$ cat src/rtl/mips16_muldiv_if.sv
// Purpose: request/response bundle between decode/writeback and the mult/div unit.
// Latency: n/a (signal grouping only).
// Backpressure: busy holds off new requests; done marks valid hi/lo/div_by_zero.
interface mips16_muldiv_if #(
    parameter int WIDTH = 16
);
    logic             start;
    logic [1:0]       op;
    logic [WIDTH-1:0] a;
    logic [WIDTH-1:0] b;
    logic             cancel;
    logic             busy;
    logic             done;
    logic [WIDTH-1:0] hi;
    logic [WIDTH-1:0] lo;
    logic             div_by_zero;

    // Issuing side: decode drives the request, writeback consumes the result.
    modport master (
        output start, op, a, b, cancel,
        input  busy, done, hi, lo, div_by_zero
    );

    // The iterative unit itself.
    modport slave (
        input  start, op, a, b, cancel,
        output busy, done, hi, lo, div_by_zero
    );
endinterface

$ cat src/rtl/mips16_muldiv.sv
// Purpose: iterative signed/unsigned multiply and restoring divide producing a HI/LO pair.
// Latency: WIDTH cycles busy after the accepting edge, then a one-cycle done pulse.
// Backpressure: start is ignored while busy; cancel aborts a running op without done.
module mips16_muldiv #(
    parameter int WIDTH = 16
) (
    input  logic              clk,
    input  logic              rst_n,
    mips16_muldiv_if.slave    bus
);
    localparam logic [1:0] ST_IDLE = 2'd0;
    localparam logic [1:0] ST_RUN  = 2'd1;
    localparam logic [1:0] ST_DONE = 2'd2;
    localparam int CW = (WIDTH > 1) ? $clog2(WIDTH) : 1;

    logic [1:0]       state;
    logic [CW-1:0]    cnt;
    logic [1:0]       op_q;
    logic             neg_a, neg_b, b_zero;
    logic [WIDTH-1:0] a_q, mag_a, mag_b;
    // Mult: {partial product upper, multiplier shifting out}.
    // Div:  {partial remainder (WIDTH+1), dividend shifting out / quotient shifting in}.
    logic [2*WIDTH:0] acc, acc_step;

    logic             accept, last;
    logic             neg_a_in, neg_b_in;
    logic [WIDTH-1:0] mag_a_in, mag_b_in;
    logic [WIDTH:0]   add_sum, rem_sh;
    logic [2*WIDTH-1:0] prod;
    logic [WIDTH-1:0] quo, rem;
    logic [WIDTH-1:0] res_hi, res_lo;
    logic             res_dbz;

    // A request is taken only when idle or finishing; a concurrent flush wins.
    assign accept = bus.start && !bus.cancel && (state == ST_IDLE || state == ST_DONE);
    assign last   = (state == ST_RUN) && !bus.cancel && (cnt == CW'(WIDTH - 1));

    assign bus.busy = (state == ST_RUN);
    assign bus.done = (state == ST_DONE);

    // Signed ops work on magnitudes; the signs are remembered for the final fixup.
    assign neg_a_in = !bus.op[0] && bus.a[WIDTH-1];
    assign neg_b_in = !bus.op[0] && bus.b[WIDTH-1];
    assign mag_a_in = neg_a_in ? -bus.a : bus.a;
    assign mag_b_in = neg_b_in ? -bus.b : bus.b;

    // One iteration: shift-add for multiply, compare-subtract for divide.
    always_comb begin
        add_sum  = acc[2*WIDTH:WIDTH] + (acc[0] ? {1'b0, mag_a} : '0);
        rem_sh   = {acc[2*WIDTH-1:WIDTH], acc[WIDTH-1]};
        acc_step = {1'b0, add_sum, acc[WIDTH-1:1]};
        if (op_q[1]) begin
            if (rem_sh >= {1'b0, mag_b}) begin
                acc_step = {rem_sh - {1'b0, mag_b}, acc[WIDTH-2:0], 1'b1};
            end else begin
                acc_step = {rem_sh, acc[WIDTH-2:0], 1'b0};
            end
        end
    end

    // Final result from the last iteration, with sign and divide-by-zero fixups.
    always_comb begin
        prod    = acc_step[2*WIDTH-1:0];
        quo     = acc_step[WIDTH-1:0];
        rem     = acc_step[2*WIDTH-1:WIDTH];
        res_dbz = 1'b0;
        if (!op_q[1]) begin
            if (neg_a ^ neg_b) prod = -prod;
            res_hi = prod[2*WIDTH-1:WIDTH];
            res_lo = prod[WIDTH-1:0];
        end else if (b_zero) begin
            res_hi  = a_q;
            res_lo  = '1;
            res_dbz = 1'b1;
        end else begin
            res_lo = (neg_a ^ neg_b) ? -quo : quo;
            res_hi = neg_a ? -rem : rem;
        end
    end

    // Control FSM and iteration counter.
    always_ff @(posedge clk or negedge rst_n) begin
        if (!rst_n) begin
            state <= ST_IDLE;
            cnt   <= '0;
        end else begin
            case (state)
                ST_RUN: begin
                    if (bus.cancel) begin
                        state <= ST_IDLE;
                    end else if (last) begin
                        state <= ST_DONE;
                    end else begin
                        cnt <= cnt + 1'b1;
                    end
                end
                default: begin
                    if (accept) begin
                        state <= ST_RUN;
                        cnt   <= '0;
                    end else begin
                        state <= ST_IDLE;
                    end
                end
            endcase
        end
    end

    // Operand capture on accept, then one iteration per RUN cycle.
    always_ff @(posedge clk or negedge rst_n) begin
        if (!rst_n) begin
            op_q   <= '0;
            a_q    <= '0;
            neg_a  <= 1'b0;
            neg_b  <= 1'b0;
            b_zero <= 1'b0;
            mag_a  <= '0;
            mag_b  <= '0;
            acc    <= '0;
        end else if (accept) begin
            op_q   <= bus.op;
            a_q    <= bus.a;
            neg_a  <= neg_a_in;
            neg_b  <= neg_b_in;
            b_zero <= (bus.b == '0);
            mag_a  <= mag_a_in;
            mag_b  <= mag_b_in;
            acc    <= {{(WIDTH+1){1'b0}}, bus.op[1] ? mag_a_in : mag_b_in};
        end else if (state == ST_RUN) begin
            acc <= acc_step;
        end
    end

    // Architectural results change only when an operation completes.
    always_ff @(posedge clk or negedge rst_n) begin
        if (!rst_n) begin
            bus.hi          <= '0;
            bus.lo          <= '0;
            bus.div_by_zero <= 1'b0;
        end else if (last) begin
            bus.hi          <= res_hi;
            bus.lo          <= res_lo;
            bus.div_by_zero <= res_dbz;
        end
    end
endmodule
$ cat src/flat_wrapper.sv
// flat-port wrapper written by rule: the top's interface ports become plain ports
module mips16_muldiv_flat 
#(
    parameter int WIDTH = 16
)
  (clk, rst_n, bus_start, bus_op, bus_a, bus_b, bus_cancel, bus_busy, bus_done, bus_hi, bus_lo, bus_div_by_zero);
  mips16_muldiv_if #(.WIDTH(WIDTH)) bus_i ();
  input  logic clk;
  input  logic rst_n;
  input wire logic [$bits(bus_i.start)-1:0] bus_start;
  input wire logic [$bits(bus_i.op)-1:0] bus_op;
  input wire logic [$bits(bus_i.a)-1:0] bus_a;
  input wire logic [$bits(bus_i.b)-1:0] bus_b;
  input wire logic [$bits(bus_i.cancel)-1:0] bus_cancel;
  output wire logic [$bits(bus_i.busy)-1:0] bus_busy;
  output wire logic [$bits(bus_i.done)-1:0] bus_done;
  output wire logic [$bits(bus_i.hi)-1:0] bus_hi;
  output wire logic [$bits(bus_i.lo)-1:0] bus_lo;
  output wire logic [$bits(bus_i.div_by_zero)-1:0] bus_div_by_zero;
  assign bus_i.start = bus_start;
  assign bus_i.op = bus_op;
  assign bus_i.a = bus_a;
  assign bus_i.b = bus_b;
  assign bus_i.cancel = bus_cancel;
  assign bus_busy = bus_i.busy;
  assign bus_done = bus_i.done;
  assign bus_hi = bus_i.hi;
  assign bus_lo = bus_i.lo;
  assign bus_div_by_zero = bus_i.div_by_zero;
  mips16_muldiv #(.WIDTH(WIDTH)) u_core (.clk(clk), .rst_n(rst_n), .bus(bus_i));
endmodule
$ cat config.mk
export PLATFORM = sky130hd
export DESIGN_NAME = mips16_muldiv_flat
export DESIGN_NICKNAME = d
export VERILOG_FILES = /design/src/rtl/mips16_muldiv_if.sv /design/src/rtl/mips16_muldiv.sv /design/src/flat_wrapper.sv
export SDC_FILE = /design/constraint.sdc
export NUM_CORES = 1
export LEC_CHECK = 0
export BUFFER_PORTS_ARGS = -buffer_cell sky130_fd_sc_hd__buf_2
export CAP_MARGIN = 20
export CELL_PAD_IN_SITES_DETAIL_PLACEMENT = 1
export CELL_PAD_IN_SITES_GLOBAL_PLACEMENT = 2
export CORE_MARGIN = 10
export CORE_UTILIZATION = 34
export CTS_CLUSTER_DIAMETER = 30
export CTS_CLUSTER_SIZE = 12
export DETAILED_ROUTE_END_ITERATION = 16
export PLACE_DENSITY_LB_ADDON = 0.15
export SLEW_MARGIN = 30
export SYNTH_ARGS = -nofsm -noshare
export SYNTH_HDL_FRONTEND = slang
export SYNTH_SLANG_ARGS = --single-unit
export TNS_END_PERCENT = 5
$ cat constraint.sdc
create_clock -name clk -period 4.45 [get_ports clk]
set_clock_uncertainty 0.15 [all_clocks]
set_input_delay 0.445 -clock clk [delete_from_list [all_inputs] [get_ports clk]]
set_output_delay 0.445 -clock clk [all_outputs]
set_load 0.01 [all_outputs]
== After elaboration in Yosys (flattened, before gate mapping) ==
Cells that the tools add are included.
Widths: inputs -> output; s select.
Storage, ports and cells
  flip-flop bits (word level): 125
  latch bits: 0
  RAM bits: 0
  memory bits (read-only): 0
  bits of input ports: 38
  output and inout bits: 35
  logic and storage cells: 67
  memories kept: 0
Operators by class
  add/subtract/negate cells: 8
  multipliers: 0
  divide/modulo/power cells: 0
  order comparisons: 1
  equality and inequality tests: 6
  shifts and indexed selects: 0
  muxes and demuxes: 25
  bitwise logic cells: 1
  reduce and logical (&&, ||, !) cells: 13
Operator list (count)
  $mux 16: 10
  $mux 33: 4
  $neg 16->16: 4
  $mux 32: 1
  $neg 32->32: 1
  $add 17x17->17: 1
  $ge 17x16->1: 1
  $sub 17x16->17: 1
  $logic_not 16->1: 1
  $mux 4: 4
  $logic_and 1x1->1: 6
  $mux 2: 3
  $add 4x1->4 const B: 1
  $eq 4x4->1 const B: 1
  $ne 2x2->1 const B: 2
  $mux 1: 3
  $ne 3x2->1 const B: 1
  $reduce_and 3->1: 1
  $eq 2x1->1 const B: 1
  $eq 2x2->1 const B: 1
  $logic_not 1->1: 2
  $logic_not 2->1: 1
  $reduce_bool 2->1: 1
  $logic_or 1x1->1: 1
  $xor 1x1->1: 1

== Depth between registers and ports, before layout ==
  word-level depth: 7
  depth in mapped cells: 18
  depth with buffers taken out: 17

== Worst setup path after synthesis ==
Ideal clock, no wire load.
  path kind: reg-to-reg
  from: register u_core.acc[29]
  to: register u_core.bus.hi[12]
  library setup time: 0.122 ns
  arrival: 3.920 ns
  required time: 4.178 ns
  setup slack: 0.259 ns
  stages on the path, launching flop included: 16
  period minus slack after synthesis: 4.191 ns
  cell sequence: dfrtp_1 ha_1 a21o_1 a211o_1 a221o_1 nor2_4 mux2_2 a21oi_1 ha_1 inv_1 a311o_1 nand4b_4 nor4_1 nor3b_2 o21ai_1 a32o_1
Between the ends
  cells in the longest elaborated chain, start to end: 7
  elaborated cells on any way between the ends: 10
  classes of those cells: add/sub: 3; order compare: 1; mux: 6
Ends and longest elaborated chain
  from (decl): line mips16_muldiv.sv:23  | logic [2*WIDTH:0] acc, acc_step;
  from (signal assigned): line mips16_muldiv.sv:128  | acc <= {{(WIDTH+1){1'b0}}, bus.op[1] ? mag_a_in : mag_b_in};
  from (signal assigned): line mips16_muldiv.sv:130  | acc <= acc_step;
  $ge 17x16->1: line mips16_muldiv.sv:53  | if (rem_sh >= {1'b0, mag_b}) begin
  $mux 33: line mips16_muldiv.sv:53
  $mux 33 *: line mips16_muldiv.sv:52  | if (op_q[1]) begin
  $neg 16->16: line mips16_muldiv.sv:77  | res_hi = neg_a ? -rem : rem;
  $mux 16: line mips16_muldiv.sv:77
  $mux 16: line mips16_muldiv.sv:71  | end else if (b_zero) begin
  $mux 16 *: line mips16_muldiv.sv:67  | if (!op_q[1]) begin
  to (signal assigned): line mips16_muldiv.sv:141  | bus.hi <= res_hi;
  to (decl): line mips16_muldiv_if.sv:27  | output busy, done, hi, lo, div_by_zero
Mark *: on every way between the ends. The rest lies on a longest branch, timed or not.
A chain may end at the register's enable or synchronous reset.

== Final worst setup path ==
  from: register u_core.acc[27]
  to: register u_core.bus.hi[13]
Between the ends
  cells in the longest elaborated chain, start to end: 7
  elaborated cells on any way between the ends: 11
  classes of those cells: add/sub: 4; order compare: 1; mux: 6
Ends and longest elaborated chain (line)
  $sub 17x16->17 or $ge 17x16->1 (tied branches): mips16_muldiv.sv:54, mips16_muldiv.sv:53
  $mux 33: mips16_muldiv.sv:53
  $mux 33 *: mips16_muldiv.sv:52
  $neg 16->16: mips16_muldiv.sv:77
  $mux 16: mips16_muldiv.sv:77
  $mux 16: mips16_muldiv.sv:71
  $mux 16 *: mips16_muldiv.sv:67
Marked as above.

==> flow_summary.yaml <==
hold_path:
  hp-class: "in -> reg"
  hp-start: "bus_b[15]"
critical_path:
  cpMaxStageDelayCell: "or4_1"
  path_depth: 13
  cpPeakStageDelay_ns: 0.58
  crit_top_cell: "buf_4"
  crit_required_ns: 4.61
  worst-path-buf-inv: 2
  path_max_fanout: 16
  reg2reg_to: "u_core.bus.hi[13]"
  end_kind: "flip-flop"
  rrSetupSlack_ns: 0.18
  endpoint: "u_core.bus.hi[13]"
  crit_start: "u_core.acc[27]"
  timing_worst_setup_path_type: "reg -> reg"
  r2r_start: "u_core.acc[27]"
  path_cells: "ha_1 > a21oi_1 > o31ai_4 > buf_4 > a221oi_4 > buf_4 > a221oi_1 > a311oi_4 > nand4_4 > or4_1 > o21ai_2 > xnor2_1 > a21oi_2"
  start_kind: "flip-flop"
  crit_family: "compound AO/OA/AOI/OAI gates"
  crit_arrival_ns: 4.43
  r2r_cells: 13
synth:
  synthSimpleGateAreaFrac_pct: 21.30
  synth_compound_area_share_pct: 25.31
  synthAdderAreaFrac_pct: 5.349
  synth-seq-cells: 123
  synth-xor-area-share_pct: 8.103
  postSynthAreaPerCell_um2: 8.264
  ys.warnings.count: 0
  yosysTopAreaCell: "dfrtp_1"
  yosysSeqAreaShare_pct: 32.73
  yosysMostFrequentCell: "nand2_1"
  synth_top_family_by_area: "compound AO/OA/AOI/OAI gates"
  yosys-top-cells-area: "dfrtp_1 33%, nand2_1 7.0%, o21ai_0 5.9%, ha_1 4.9%, xnor2_1 4.7%"
  synth_cell_types: 90
  async_flop_share_pct: 100.0
  syn_area_um2: 9404
  synth_top_area_share_pct: 32.73
  synth_edf_count: 0
  muxShareOfSynthArea_pct: 2.688
  syn_nets: 1215
  synthCells: 1138
  synthFlopType: "dfrtp_1"
  synthTopCellsByCount: "175 x nand2_1, 123 x dfrtp_1, 110 x o21ai_0"
clock_tree:
  clock-sinks: 123
  cts_max_level: 4
  clockBufferDepth: 2
  root_buffer: "clkbuf_16"
  insertion_delay_ns: 0.45
  cts_buffers: 17
  path_clk_slew_ns: 0.08
  cts_tree: "done"
power_and_ir_drop:
  power_density_nw_per_um2: 708.8
  p_leak_uw: 0.004828
  p_sw_uw: 3830
  intPower_uw: 4084
  seqPwrFrac_pct: 20.0
  share_comb_of_total_power_pct: 61.6
  swShare_pct: 48.40
  vdd_drop_max_uv: 242.9
  power.share.clock_pct: 18.5
sta:
  setup_ws_ns: 0.1778
  fmax_ghz: 0.2341
  tightest_slew_ns: 0.8736
  setup_viol: 0
  tns_ns: 0
  slew_viol_final: 0
  rsz0062_at_grt: "yes"
  hold_viol_final: 0
  period_needed_ns: 4.272
  relSlewSlack_pct: 41.76
  fin_crit_sh_pct: 96.01
floorplan:
  chipWidth_um: 186.3
  initial_core_util_pct: 34.70
  die_h_um: 186.3
  die_area_um2: 34710
  rows: 60
  io-pin-count: 73
  core_um2: 27100
route:
  drc_errors: 0
  drt_iter0_markers: 625
  ant_nets: 0
  via_per_inst: 5.588
  dr_total_vias: 9003
  wire_per_inst_um: 23.03
  first_pass_iters: 5
  routed_wl_um: 37090
run:
  max_cap_violations: 0
placement:
  numPortBuffers: 72
  gp_congestion: 0.8987
  dp_cells: 1573
  dp_hpwl_um: 28200
  place_ws_ns: 0.01092
layout:
  nFillCells: 3230
  drive_gt1_share_pct: 18.56
  antenna_cells: 0
  fin_cells: 1611
  synthToLayoutAreaGrowth_pct: 18.73
  nets: 1303
grt:
  grt_max_degree: 80
  grt_pass1_vias: 9311
  antenna_found_initial: 0
  grt_pass1_wl_um: 57350
  grt_remaining_overflow: 0
  grt_use_total_pct: 21.07
status:
  status: "finished clean"
-- registers in the layout (all words and copies together), names as in the netlist --
name and flops:
u_core.op_q 1, u_core.neg_b 1, u_core.cnt 4, u_core.neg_a 1
u_core.bus.div_by_zero 1, u_core.bus.hi 16, u_core.mag_b 16, u_core.a_q 15
u_core.b_zero 1, u_core.bus.lo 16, u_core.state 2, u_core.acc 33
u_core.mag_a 16
-- worst reg2reg max path, cell delays in order, from the launching register on --
cell and delay, ns:
dfrtp_1 0.38, ha_1 0.38, a21oi_1 0.28, o31ai_4 0.12, buf_4 0.17, a221oi_4 0.37
buf_4 0.31, a221oi_1 0.21, a311oi_4 0.52, nand4_4 0.30, or4_1 0.58, o21ai_2 0.14
xnor2_1 0.15, a21oi_2 0.08
-- area by class of cell --
class	count	area (um^2)	area share [%]
clock buffer	18	439.2	3.933
tap	372	465.4	4.169
inverter	38	142.6	1.277
sequential	123	3079	27.58
multi-input combinational	910	6005	53.78
timing repair buffer	136	887.1	7.945
clock inverter	14	147.6	1.322
-- metrics by stage --
stage          utilization, %  area [um^2]  hold slack [ns]  total power [uW]
2_1_floorplan               -         9404       -0.0005911              4585
3_3_place_gp            38.47        10430           0.3038              6210
3_5_place_dp            38.51        10440           0.3148              6231
4_1_cts                 40.73        11040          0.07453              7729
5_1_grt                 41.20        11170          0.09693              8439
6_report                41.20        11170          0.08537              7914
-- worst min path at each step --
| stage | slack (ns) | depth (start not counted) | to |
|---|---|---|---|
| floorplan | -0.0006 | 0 | u_core.a_q[10] |
| CTS | 0.07 | 2 | u_core.b_zero |
| finish | 0.09 | 2 | u_core.b_zero |
| global placement | 0.30 | 2 | u_core.mag_a[15] |
| detailed placement | 0.31 | 2 | u_core.a_q[7] |
| global route | 0.1 | 2 | u_core.b_zero |
-- cell usage in the layout (no fill, tap or decap), types with 4 or more instances in the layout --
| master | instances |
|---|---|
| xor2_1 | 36 |
| a211oi_1 | 7 |
| a221oi_1 | 4 |
| buf_4 | 60 |
| or3_1 | 7 |
| o211ai_1 | 23 |
| clkbuf_16 | 17 |
| nor4_1 | 12 |
| a311o_1 | 4 |
| o21a_1 | 6 |
| mux2i_1 | 23 |
| nor3b_1 | 5 |
| nand2b_1 | 9 |
| xnor2_1 | 51 |
| a31oi_1 | 10 |
| ha_1 | 32 |
| o22a_1 | 17 |
| inv_1 | 38 |
| a21oi_1 | 62 |
| o21ai_1 | 8 |
| nor3_1 | 21 |
| o21ai_0 | 109 |
| o31ai_1 | 12 |
| buf_2 | 71 |
| o211a_1 | 6 |
| a21o_1 | 8 |
| o21bai_1 | 4 |
| nand2_1 | 174 |
| o41ai_1 | 4 |
| nand4_1 | 8 |
| ha_2 | 4 |
| nand3_1 | 33 |
| nor2_1 | 83 |
| a21oi_2 | 5 |
| dfrtp_1 | 122 |
| nor2b_1 | 9 |
| and2_1 | 20 |
| inv_6 | 6 |
-- cells by family (layout without fill, tap and decap cells) --
kind of cell,Yosys count,after routing
adders and majority gates,39,39
buffers and inverters,106,206
xor gates and xnor gates,87,87
DFF,123,123
muxes,25,25
AOI/OAI and AO/OA,342,342
and+or+nand+nor,416,417
-- power by group through the flow --
| stage | Combinational (uW) | Sequential, uW | Clock (uW) |
|---|---|---|---|
| 2_1_floorplan | 3070 | 1510 | 0 |
| 3_3_place_gp | 4630 | 1580 | 0 |
| 3_5_place_dp | 4640 | 1590 | 0 |
| 4_1_cts | 4680 | 1570 | 1480 |
| 5_1_grt | 5300 | 1610 | 1530 |
| 6_report | 4870 | 1580 | 1460 |
-- layer usage --
| metal | vias up | routed length (um) | GRT usage [%] |
|---|---|---|---|
| met2 | 163 | 17110 | 33.49 |
| met5 | - | 0 | 0 |
| li1 | 4265 | - | - |
| met4 | 0 | 1187 | 7.661 |
| met3 | 50 | 1090 | 2.905 |
| met1 | 4525 | 17700 | 28.47 |
-- what timing repair did --
item / 4_1_cts / 5_1_grt
endpoints found under the hold margin: 66 / 0
setup buffers: 0 / 4
gates resized for setup: 1 / 15
endpoints found under the setup margin: 1 / 9
hold buffers: 1 / 0
cloned: 0 / 1
pin swaps: 0 / 3
No activity file was read; power rests on OpenSTA's default activity.
